### src/rtl/id_issue_queue.sv
// Decode-to-issue queue: circular buffer that presents the oldest ISSUE_PORTS
// entries in order and retires a contiguous prefix of acknowledged ports.
module id_issue_queue #(
    parameter int unsigned DATA_W       = 64,
    parameter int unsigned DEPTH        = 4,
    parameter int unsigned ISSUE_PORTS  = 2,
    parameter int unsigned CF_SERIALISE = 1
) (
    input  logic                          clk_i,
    input  logic                          rst_ni,
    input  logic                          flush_i,
    input  logic [DATA_W-1:0]             decoded_i,
    input  logic [31:0]                   orig_instr_i,
    input  logic                          is_ctrl_flow_i,
    input  logic                          decoded_valid_i,
    output logic                          decoded_ready_o,
    output logic [ISSUE_PORTS*DATA_W-1:0] issue_entry_o,
    output logic [ISSUE_PORTS*32-1:0]     orig_instr_o,
    output logic [ISSUE_PORTS-1:0]        is_ctrl_flow_o,
    output logic [ISSUE_PORTS-1:0]        issue_entry_valid_o,
    input  logic [ISSUE_PORTS-1:0]        issue_instr_ack_i,
    output logic [$clog2(DEPTH+1)-1:0]    count_o
);

    localparam int unsigned PW = $clog2(DEPTH);
    localparam int unsigned CW = $clog2(DEPTH+1);

    logic [DATA_W-1:0] data_q  [DEPTH];
    logic [31:0]       instr_q [DEPTH];
    logic [DEPTH-1:0]  cf_q;

    logic [PW-1:0] rd_ptr_q, rd_ptr_d;
    logic [PW-1:0] wr_ptr_q, wr_ptr_d;
    logic [CW-1:0] count_q, count_d;
    logic [CW-1:0] acked;
    logic [PW-1:0] idx;
    logic          blocked;
    logic          run;
    logic          hit;
    logic          ack_gap;
    logic          wr_en;

    // Port k shows entry rd_ptr+k; a held control-flow entry hides all younger ports.
    always_comb begin
        issue_entry_o       = '0;
        orig_instr_o        = '0;
        is_ctrl_flow_o      = '0;
        issue_entry_valid_o = '0;
        blocked             = 1'b0;
        idx                 = '0;
        for (int unsigned k = 0; k < ISSUE_PORTS; k++) begin
            idx = rd_ptr_q + PW'(k);
            issue_entry_o[k*DATA_W +: DATA_W] = data_q[idx];
            orig_instr_o[k*32 +: 32]          = instr_q[idx];
            is_ctrl_flow_o[k]                 = cf_q[idx];
            issue_entry_valid_o[k]            = (count_q > CW'(k)) && !blocked;
            if ((CF_SERIALISE != 0) && cf_q[idx]) begin
                blocked = 1'b1;
            end
        end
    end

    always_comb begin
        acked   = '0;
        run     = 1'b1;
        hit     = 1'b0;
        ack_gap = 1'b0;
        for (int unsigned k = 0; k < ISSUE_PORTS; k++) begin
            hit = issue_instr_ack_i[k] && issue_entry_valid_o[k];
            if (hit && run) begin
                acked = acked + CW'(1);
            end else begin
                if (hit) begin
                    ack_gap = 1'b1;
                end
                run = 1'b0;
            end
        end
    end

    // Slots freed by this cycle's acks count as space, so a full queue can still accept.
    assign decoded_ready_o = !flush_i && ((count_q - acked) < CW'(DEPTH));
    assign wr_en           = decoded_valid_i && decoded_ready_o;
    assign count_o         = count_q;

    always_comb begin
        if (flush_i) begin
            count_d  = '0;
            rd_ptr_d = wr_ptr_q;
            wr_ptr_d = wr_ptr_q;
        end else begin
            count_d  = count_q + CW'(wr_en) - acked;
            rd_ptr_d = rd_ptr_q + PW'(acked);
            wr_ptr_d = wr_ptr_q + PW'(wr_en);
        end
    end

    always_ff @(posedge clk_i or negedge rst_ni) begin
        if (!rst_ni) begin
            rd_ptr_q <= '0;
            wr_ptr_q <= '0;
            count_q  <= '0;
        end else begin
            rd_ptr_q <= rd_ptr_d;
            wr_ptr_q <= wr_ptr_d;
            count_q  <= count_d;
        end
    end

    always_ff @(posedge clk_i) begin
        if (wr_en) begin
            data_q[wr_ptr_q]  <= decoded_i;
            instr_q[wr_ptr_q] <= orig_instr_i;
            cf_q[wr_ptr_q]    <= is_ctrl_flow_i;
        end
    end

    ack_contiguous_a: assert property (@(posedge clk_i) disable iff (!rst_ni || flush_i) !ack_gap);
    count_bound_a:    assert property (@(posedge clk_i) disable iff (!rst_ni) count_q <= CW'(DEPTH));

endmodule

### config.mk
export PLATFORM = sky130hd
export DESIGN_NAME = id_issue_queue
export DESIGN_NICKNAME = d
export VERILOG_FILES = /design/src/rtl/id_issue_queue.sv
export SDC_FILE = /design/constraint.sdc
export NUM_CORES = 1
export LEC_CHECK = 0
export ABC_AREA = 1
export BUFFER_PORTS_ARGS = -buffer_cell sky130_fd_sc_hd__buf_2
export CORE_ASPECT_RATIO = 0.8
export CORE_MARGIN = 2
export CORE_UTILIZATION = 45
export CTS_BUF_LIST = sky130_fd_sc_hd__clkbuf_8
export DETAILED_ROUTE_END_ITERATION = 6
export PLACE_DENSITY_LB_ADDON = 0.2
export SYNTH_ARGS = -nofsm -noshare
export SYNTH_HDL_FRONTEND = slang
export SYNTH_SLANG_ARGS = --single-unit
### constraint.sdc
create_clock -name clk_i -period 9.3 [get_ports clk_i]
set_input_delay 0 -clock clk_i [delete_from_list [all_inputs] [get_ports clk_i]]
set_output_delay 0 -clock clk_i [all_outputs]
set_load 0.01 [all_outputs]
==> results of run 1 <==
[cell type report]
cell class | count | area, um2 | area share
Inverter | 82 | 315 | 0.0146
Tap cell | 495 | 619 | 0.0287
Multi-Input combinational cell | 1049 | 4930 | 0.229
Clock inverter | 48 | 277 | 0.0128
Clock buffer | 69 | 950 | 0.0440
Sequential cell | 395 | 11800 | 0.548
Timing Repair Buffer | 420 | 2660 | 0.123
[cell families (layout without fill, tap and decap cells)]
kind of cell    after synthesis  after routing
buf+inv                     198            619
flops                       395            395
simple gates                488            488
xor+xnor                      4              4
compound gates              551            551
fa+ha+maj                     6              6
[worst register-to-register path: stages (launching register included)]
cell     delay [ps]
dfrtp_4        1100
inv_6           540
nand2_1         290
nand3_1         110
nand2_1         150
nand3_2         100
nor2_1          160
inv_1            70
ha_1            320
nand2_2          90
a21oi_4         160
nand3_4         170
nor2_4          640
buf_4           550
buf_4           720
[cells in the final DEF, fill, tap and decap left out, types with 2 or more instances in the layout]
cell / n
a21oi_1: 131
a221o_1: 2
buf_2: 302
buf_4: 16
bufinv_16: 3
clkbuf_8: 69
clkinv_1: 17
clkinv_2: 5
clkinvlp_4: 3
dfrtp_1: 5
dfrtp_4: 2
dlygate4sd3_1: 101
edfxtp_1: 388
ha_1: 5
inv_1: 100
nand2_1: 210
nand2_2: 3
nand3_1: 2
nand3_2: 2
nor2_1: 263
nor2_4: 5
o21ai_0: 319
o22ai_1: 96
xor2_1: 3
[state kept, by name (all words and copies together) (netlist names)]
signal,cells
wr_ptr_q,2
count_o,3
instr_q,128
rd_ptr_q,2
data_q,256
cf_q,4
[per-stage QoR]
stage	hold slack (ps)	instance area, um2	power, W	util	cells
after floorplan	-296	17600	0.00395	-	1642
after global placement	-156	19400	0.00501	0.505	2340
after detailed placement	-157	19400	0.00505	0.505	2340
after CTS	3.74	21600	0.00655	0.563	2558
after global routing	68.0	21600	0.00691	0.563	2558
final	42.8	21600	0.00651	0.563	2558
[power breakdown]
group	internal (W)	switching [W]	leakage, nW
clock	0.000770	0.000683	0.692
combinational	0.000888	0.00186	4.09
sequential	0.00216	0.000148	3.60
[layer usage]
metal  wire length, um  track usage
met2             23400        0.390
met5                 0            0
met3              3360       0.0499
met1             21000        0.314
met4              1210       0.0821
[final timing paths]
| kind | start | endpoint | slack [ps] |
|---|---|---|---|
| setup / recovery | rd_ptr_q[0] | instr_q[1][7] | 3720 |
| hold / removal | decoded_valid_i | wr_ptr_q[0] | 40 |
| setup reg to reg | rd_ptr_q[0] | instr_q[1][7] | 3720 |
| hold reg to reg | wr_ptr_q[0] | wr_ptr_q[0] | 610 |
| max in group asynchronous | rst_ni | rd_ptr_q[0] | 8650 |
| min in group asynchronous | rst_ni | count_o[1] | 370 |
==> impl_metrics.tcl, run 1 <==
set metrics [dict create \
    drive_gt1_frac 0.202 \
    critPathMaxStageDelay_ps 1100 \
    grt.total_usage 0.238 \
    power_density_nw_per_um2 302 \
    clk_path_buf_depth 3 \
    startpoint_type "flop" \
    yosysMostFrequentCell "edfxtp_1" \
    post-route-worst-setup-slack_ps 3720 \
    r2r_cells 14 \
    cp-end-kind "flop" \
    slew-limit-headroom 0.246 \
    crit_family "buffers and inverters" \
    die_x_um 225 \
    port_buffers 302 \
    drt_iter0_drc 1118 \
    dr.pass1.iters 7 \
    synth_seq_cells 395 \
    synth_largest_area_cell "edfxtp_1" \
    synth.avg_cell_area_um2 10.7 \
    antenna_found_initial 0 \
    ctsResizeCount 0 \
    overflow 0 \
    htreeDepth 3 \
    status "finished clean" \
    syn_inst 1642 \
    final_max_slew_viol_count 0 \
    power.leakage_nw 8.38 \
    ys_seq_area_frac 0.674 \
    cts_buffers 67 \
    synth_top_cell_area_share 0.664 \
    worstPathMaxFanout 149 \
    die_area_um2 40600 \
    timing.setup.tns_ps 0 \
    hpwl_um 28000 \
    postRouteAntennaNets 0 \
    grt_setup_unrepaired "false" \
    tightestPinTransition_ps 1130 \
    setup_viol 0 \
    final_hold_viol_count 0 \
    finalCriticalPeriod_ps 5580 \
    crit_arrival_ps 5790 \
    vias 14000 \
    synth_mux_area_frac 0 \
    synth_top_family_by_area "compound AO/OA/AOI/OAI gates" \
    yosysWarnings 0 \
    synthSimpleGateAreaFrac 0.108 \
    netlist_area_um2 17600 \
    wl_per_cell_um 19.2 \
    async_reset_ff_frac 0.0177 \
    start_util 0.458 \
    synth_commonest_cells "edfxtp_1, o21ai_0, nor2_1" \
    crit_buf_inv 4 \
    ys_types 31 \
    cts.hold.buffers_added 101 \
    synth_flop_cell "edfxtp_1" \
    fmax_mhz 179 \
    drv_cap 0 \
    synth_area_leaders "edfxtp_1, o21ai_0, nor2_1, nand2_1, a21oi_1" \
    cts_tree "done" \
    synthAdderAreaFrac 0.00471 \
    path_depth 14 \
    synth_compound_area_frac 0.165 \
    io_pins 303 \
    root_buffer "clkbuf_8" \
    core.rowCount 64 \
    synth_nets 1751 \
    peakVddDrop_v 0.000217 \
    vias_per_cell 5.47 \
    synth-xor-area-share 0.00200 \
    crit_required_ps 9510 \
    layout.nets 2124 \
    clk_pin_slew_ps 60 \
    fillerInstances 3186 \
    finClkSkew_ps 24.5 \
    period_share 0.600 \
    drc_errors 0 \
    worstPathCellList "inv_6 > nand2_1 > nand3_1 > nand2_1 > nand3_2 > nor2_1 > inv_1 > ha_1 > nand2_2 > a21oi_4 > nand3_4 > nor2_4 > buf_4 > buf_4" \
    dpl_worst_slack_ps 3700 \
    area_delta_synth_final_pct 23.0 \
    synth_edf_count 388 \
    grt_max_degree 192 \
    clk_latency_ps 600 \
    slowest_stage "dfrtp_4" \
    grt_pass1_wl_um 75000 \
    wl_um 49000 \
    min_path_cells 6 \
    die_y_um 181 \
    clock-sinks 395 \
    path_class "reg -> reg" \
    coreArea_um2 38400 \
    antenna_cells 0 \
    place.gp.congestion 0.819 \
    grt_pass1_vias 13500 \
    cts_setup_buffers 0 \
    hp-class "in -> reg" \
]
No activity file was read; power rests on OpenSTA's default activity.
==> run 2: changes to the inputs <==
ABC_AREA = 0   (was 1)
clock period = 5 ns   (was 9.3 ns; I/O delays follow)
==> impl_metrics.tcl, run 2 <==
set metrics [dict create \
    synth_commonest_cells "edfxtp_1, mux4_2, buf_2, buf_4, buf_6" \
    coreArea_um2 37100 \
    grt_setup_unrepaired "false" \
    tightestPinTransition_ps 1030 \
    drt_iter0_drc 659 \
    synth_compound_area_frac 0.00789 \
    synth_nets 809 \
    drive_gt1_frac 0.500 \
    synth_flop_cell "edfxtp_1" \
    root_buffer "clkbuf_8" \
    cts_tree "done" \
    dr.pass1.iters 7 \
    grt.total_usage 0.182 \
    crit_path_frequent_cell "ha_1" \
    hold_slack_ps 126 \
    synth_largest_area_cell "edfxtp_1" \
    worstPathCellList "mux2_4 > o22ai_2 > nand2b_1 > ha_1 > nor2_1 > xnor2_1 > a21oi_4 > a211o_1 > ha_1 > inv_1 > ha_1 > fa_1 > xnor2_1 > nor2_1" \
    synth_top_cell_area_share 0.686 \
    yosysMostFrequentCell "edfxtp_1" \
    clock-sinks 395 \
    antenna_cells 0 \
    grt_pass1_wl_um 54800 \
    power.leakage_nw 7.34 \
    netlist_area_um2 17000 \
    antenna_found_initial 0 \
    slowest_stage "dfrtp_4" \
    syn_inst 700 \
    drv_cap 0 \
    cts_setup_buffers 0 \
    async_reset_ff_frac 0.0177 \
    power_density_nw_per_um2 534 \
    final_max_slew_viol_count 0 \
    die_x_um 221 \
    clk_path_buf_depth 3 \
    cp-end-kind "flop" \
    finalCriticalPeriod_ps 3680 \
    grt_max_degree 129 \
    clk_latency_ps 620 \
    port_buffers 302 \
    start_util 0.457 \
    ys_types 38 \
    hpwl_um 22600 \
    dp_cells 1456 \
    synth_area_leaders "edfxtp_1, mux4_2, dfrtp_1, buf_4, buf_6" \
    io_pins 303 \
    regMostFlops "data_q" \
    worstPathMaxFanout 15 \
    crit_family "adder cells" \
    final_hold_viol_count 0 \
    postRouteAntennaNets 0 \
    place.gp.congestion 0.779 \
    layoutNonFillerInstCount 1664 \
    period_share 0.736 \
    grt_pass1_vias 9528 \
    hp-class "in -> reg" \
    finClkSkew_ps 28.0 \
    status "finished clean" \
    synth_seq_cells 395 \
    yosysWarnings 0 \
    drc_errors 0 \
    synth_top_family_by_area "multiplexers" \
    peakVddDrop_v 0.000500 \
    critPathMaxStageDelay_ps 570 \
    crit_required_ps 5480 \
    final_common_cell "edfxtp_1" \
    crit_buf_inv 1 \
    slew-limit-headroom 0.314 \
    synth.avg_cell_area_um2 24.3 \
    wl_per_cell_um 21.6 \
    fin_util 0.569 \
    clk_pin_slew_ps 60 \
    vias 9112 \
    ys_seq_area_frac 0.697 \
    layout.nets 1243 \
    die_area_um2 39300 \
    synth_edf_count 388 \
    setup_viol 0 \
    fillerInstances 2826 \
    crit_arrival_ps 4160 \
    htreeDepth 2 \
    cts_buffers 60 \
    reg.largest.list "data_q: 256 flops, instr_q: 128 flops, cf_q: 4 flops" \
    overflow 0 \
    startpoint_type "flop" \
    vias_per_cell 5.48 \
    synthAdderAreaFrac 0.00486 \
    area_delta_synth_final_pct 24.3 \
    path_class "reg -> reg" \
    die_y_um 178 \
    layout_common_cells "edfxtp_1, buf_2, mux4_2" \
    synthSimpleGateAreaFrac 0.00906 \
    synth-xor-area-share 0.00302 \
    synth_mux_area_frac 0.257 \
    largest_reg_flops 256 \
    wl_um 36000 \
    core.rowCount 63 \
    fmax_mhz 272 \
]
## run 2: through the flow
step | total power, W | worst slack (ps) | setup TNS [ps] | instance area, um2
2_1_floorplan | 0.00743 | -1240 | -479460 | 17000
4_1_cts | 0.0115 | 1200 | 0 | 21100
3_3_place_gp | 0.00881 | 1400 | 0 | 19000
5_1_grt | 0.0119 | 991 | 0 | 21100
6_report | 0.0113 | 1320 | 0 | 21100
3_5_place_dp | 0.00885 | 1320 | 0 | 19000
## run 2: repair_timing
action / 4_1_cts / 5_1_grt
endpoints found under the hold margin: 402 / 0
hold buffers: 103 / 0
resized for setup: 0 / 0
## run 2: per-layer routing
layer / wire [um] / GRT usage / vias to the layer above / share of wire
li1: - / - / 3988 / -
met4: 844 / 0.0604 / 0 / 0.023
met5: 0 / 0 / - / 0
met3: 2260 / 0.0430 / 69 / 0.063
met1: 15400 / 0.249 / 4758 / 0.43
met2: 17500 / 0.292 / 297 / 0.48
## run 2: worst reg2reg max path, stage by stage (launching register included)
cell,delay [ps]
dfrtp_4,570
mux2_4,360
o22ai_2,240
nand2b_1,110
ha_1,340
nor2_1,180
xnor2_1,190
a21oi_4,120
a211o_1,290
ha_1,270
inv_1,40
ha_1,190
fa_1,430
xnor2_1,160
nor2_1,60
## run 2: area by class of cell
| cell class | instances | area, um2 | share of cell area |
|---|---|---|---|
| clock buffer | 62 | 853 | 0.0404 |
| sequential | 395 | 11800 | 0.561 |
| tap | 487 | 609 | 0.0289 |
| inverter | 5 | 18.8 | 0.000889 |
| multi-input combinational | 254 | 4840 | 0.229 |
| timing repair buffer | 418 | 2680 | 0.127 |
| clock inverter | 43 | 275 | 0.0130 |
## run 2: kinds of logic (layout without fill, tap and decap cells)
kind of cell               count (synthesis)  in the layout
buffers and inverters                     51            528
and+or+nand+nor                           29             29
DFF                                      395            395
xor gates and xnor gates                   5              5
muxes                                    196            196
adders and majority gates                  6              6
AOI/OAI and AO/OA                         18             18
## run 2: path summary, 6_finish.rpt
path / from / to / slack [ps] / cells past startpoint
min reg2reg: wr_ptr_q[1] / wr_ptr_q[1] / 600 / 1
min in group asynchronous: rst_ni / rd_ptr_q[1] / 410 / 3
max: rd_ptr_q[1] / count_o[2] / 1320 / 14
max reg2reg: rd_ptr_q[1] / count_o[2] / 1320 / 14
min: decoded_i[1] / data_q[3][1] / 130 / 2
max in group asynchronous: rst_ni / rd_ptr_q[0] / 4260 / 3
## run 2: power breakdown
part           switching (W)  internal [W]  total [W]
sequential          0.000191       0.00405    0.00424
combinational        0.00233       0.00220    0.00453
clock                0.00116       0.00134    0.00250
==> run 3: changes to the inputs <==
ABC_AREA = 1   (was 0)
clock period = 3.79 ns   (was 5 ns; I/O delays follow)
==> impl_metrics.tcl, run 3 (synthesis gave the netlist of run 1 again) <==
set metrics [dict create \
    cts_buffers 61 \
    period_share 0.920 \
    hold_slack_ps 151 \
    start_util 0.458 \
    grt_setup_unrepaired "false" \
    path_class "reg -> out" \
    antenna_found_initial 1 \
    r2r_cells 18 \
    startpoint_type "flop" \
    worstPathCellList "inv_4 > buf_4 > buf_4 > o21ai_0 > o22ai_1 > buf_2" \
    report.power.total_w 0.0157 \
    vias_per_cell 5.44 \
    crit_required_ps 3790 \
    crit_family "buffers and inverters" \
    final_common_cell "edfxtp_1" \
    finClkSkew_ps 20.2 \
    finalInstanceArea_um2 21700 \
    clk_latency_ps 610 \
    regMostFlops "data_q" \
    htreeDepth 2 \
    crit_buf_inv 4 \
    min_path_cells 2 \
    drv_cap 0 \
    die_y_um 181 \
    power.leakage_nw 8.43 \
    setup_viol 0 \
    cp-end-kind "output pin" \
    drive_gt1_frac 0.202 \
    io_pins 303 \
    drc_errors 2 \
    fillerInstances 3199 \
    fin_util 0.566 \
    crit_arrival_ps 3490 \
    dpl_worst_slack_ps 496 \
    status "finished, violations left" \
    wl_per_cell_um 18.6 \
    grt_max_degree 231 \
    reg.largest.list "data_q: 256 flops, instr_q: 128 flops, cf_q: 4 flops" \
    core.rowCount 64 \
    place_area_um2 19600 \
    layout.nets 2130 \
    hp-class "in -> reg" \
    largest_reg_flops 256 \
    root_buffer "clkbuf_8" \
    dr.pass1.iters 7 \
    drt_iter0_drc 1164 \
    clock-sinks 395 \
    peakVddDrop_v 0.000432 \
    post-route-worst-setup-slack_ps 304 \
    finalCriticalPeriod_ps 3490 \
    crit_path_frequent_cell "buf_4" \
    postRouteAntennaNets 0 \
    hold_path_startpoint "orig_instr_i[26]" \
    fmax_mhz 287 \
    area_delta_synth_final_pct 23.7 \
    violations "DRC" \
    final_hold_viol_count 0 \
    rrSetupSlack_ps 560 \
    grt_pass1_wl_um 74100 \
    die_area_um2 40600 \
    port_buffers 302 \
    coreArea_um2 38400 \
    hpwl_um 27800 \
    slew-limit-headroom 0.261 \
    r2r_end "count_o[2]" \
    wl_um 47700 \
    grt_pass1_vias 13600 \
    crit-reg2reg-launch "rd_ptr_q[0]" \
    critPathMaxStageDelay_ps 780 \
    power_density_nw_per_um2 724 \
    place.gp.congestion 0.819 \
    slowest_stage "buf_4" \
    worstPathMaxFanout 93 \
    tightestPinTransition_ps 1110 \
    vias 13900 \
    die_x_um 225 \
    cts_tree "done" \
    grt.total_usage 0.232 \
    layout_common_cells "edfxtp_1, o21ai_0, buf_2" \
    clk_path_buf_depth 3 \
    final_max_slew_viol_count 0 \
    clk_pin_slew_ps 60 \
    hold_end "instr_q[1][26]" \
    overflow 0 \
]
==> run 3: cell types whose count changed in the layout (fill, tap and decap cells not counted), sizes merged, moves of 14 or more <==
cell / previous run / this run
inv: 30 / 100
nand2: 6 / 214
buf: 315 / 329
o21ai: 4 / 320
o22ai: 2 / 96
a21oi: 3 / 132
nor2: 7 / 268
mux4: 192 / 0
==> run 3: how the worst max path moves through the flow <==
stage | startpoint | depth (start not counted) | slack, ps | end
5_1_grt | rd_ptr_q[1] | 6 | 100 | issue_entry_o[53]
2_1_floorplan | count_o[2] | 10 | -880 | cf_q[3]
3_5_place_dp | rd_ptr_q[0] | 17 | 500 | count_o[2]
4_1_cts | rd_ptr_q[1] | 6 | 260 | orig_instr_o[13]
3_3_place_gp | rd_ptr_q[0] | 17 | 620 | count_o[2]
6_report | rd_ptr_q[1] | 6 | 300 | orig_instr_o[13]
==> run 3: stage by stage <==
| step | std cells | setup TNS (ps) |
|---|---|---|
| after CTS | 2562 | 0 |
| after global placement | 2350 | 0 |
| after detailed placement | 2350 | 0 |
| after floorplan | 1642 | -339910 |
| after global routing | 2563 | 0 |
| final | 2563 | 0 |
==> run 3: layout make-up <==
type                            instances  area [um2]  area share
Inverter                               82         315      0.0145
Tap cell                              495         619      0.0285
Timing Repair Buffer                  432        2910       0.134
Clock inverter                         46         236      0.0109
Clock buffer                           63         867      0.0399
Multi-Input combinational cell       1049        4930       0.227
Sequential cell                       395       11800       0.545
Antenna cell                            1        2.50    0.000115
==> run 3: what timing repair did <==
item,4_1_cts,5_1_grt
hold buffers,103,0
hold endpoints to repair,415,0
setup buffers,0,0
resized for setup,0,0
==> run 3: power by group <==
group	switching (W)	total, W	internal [W]	leakage (nW)
Combinational	0.00471	0.00699	0.00229	4.20
Sequential	0.000185	0.00549	0.00530	3.60
Clock	0.00159	0.00325	0.00166	0.631
==> run 3: routing by layer <==
layer | share of wire | wire length, um | track usage
met2 | 0.49 | 23300 | 0.392
met5 | 0 | 0 | 0
met4 | 0.020 | 965 | 0.0697
met3 | 0.071 | 3370 | 0.0442
met1 | 0.42 | 20100 | 0.305
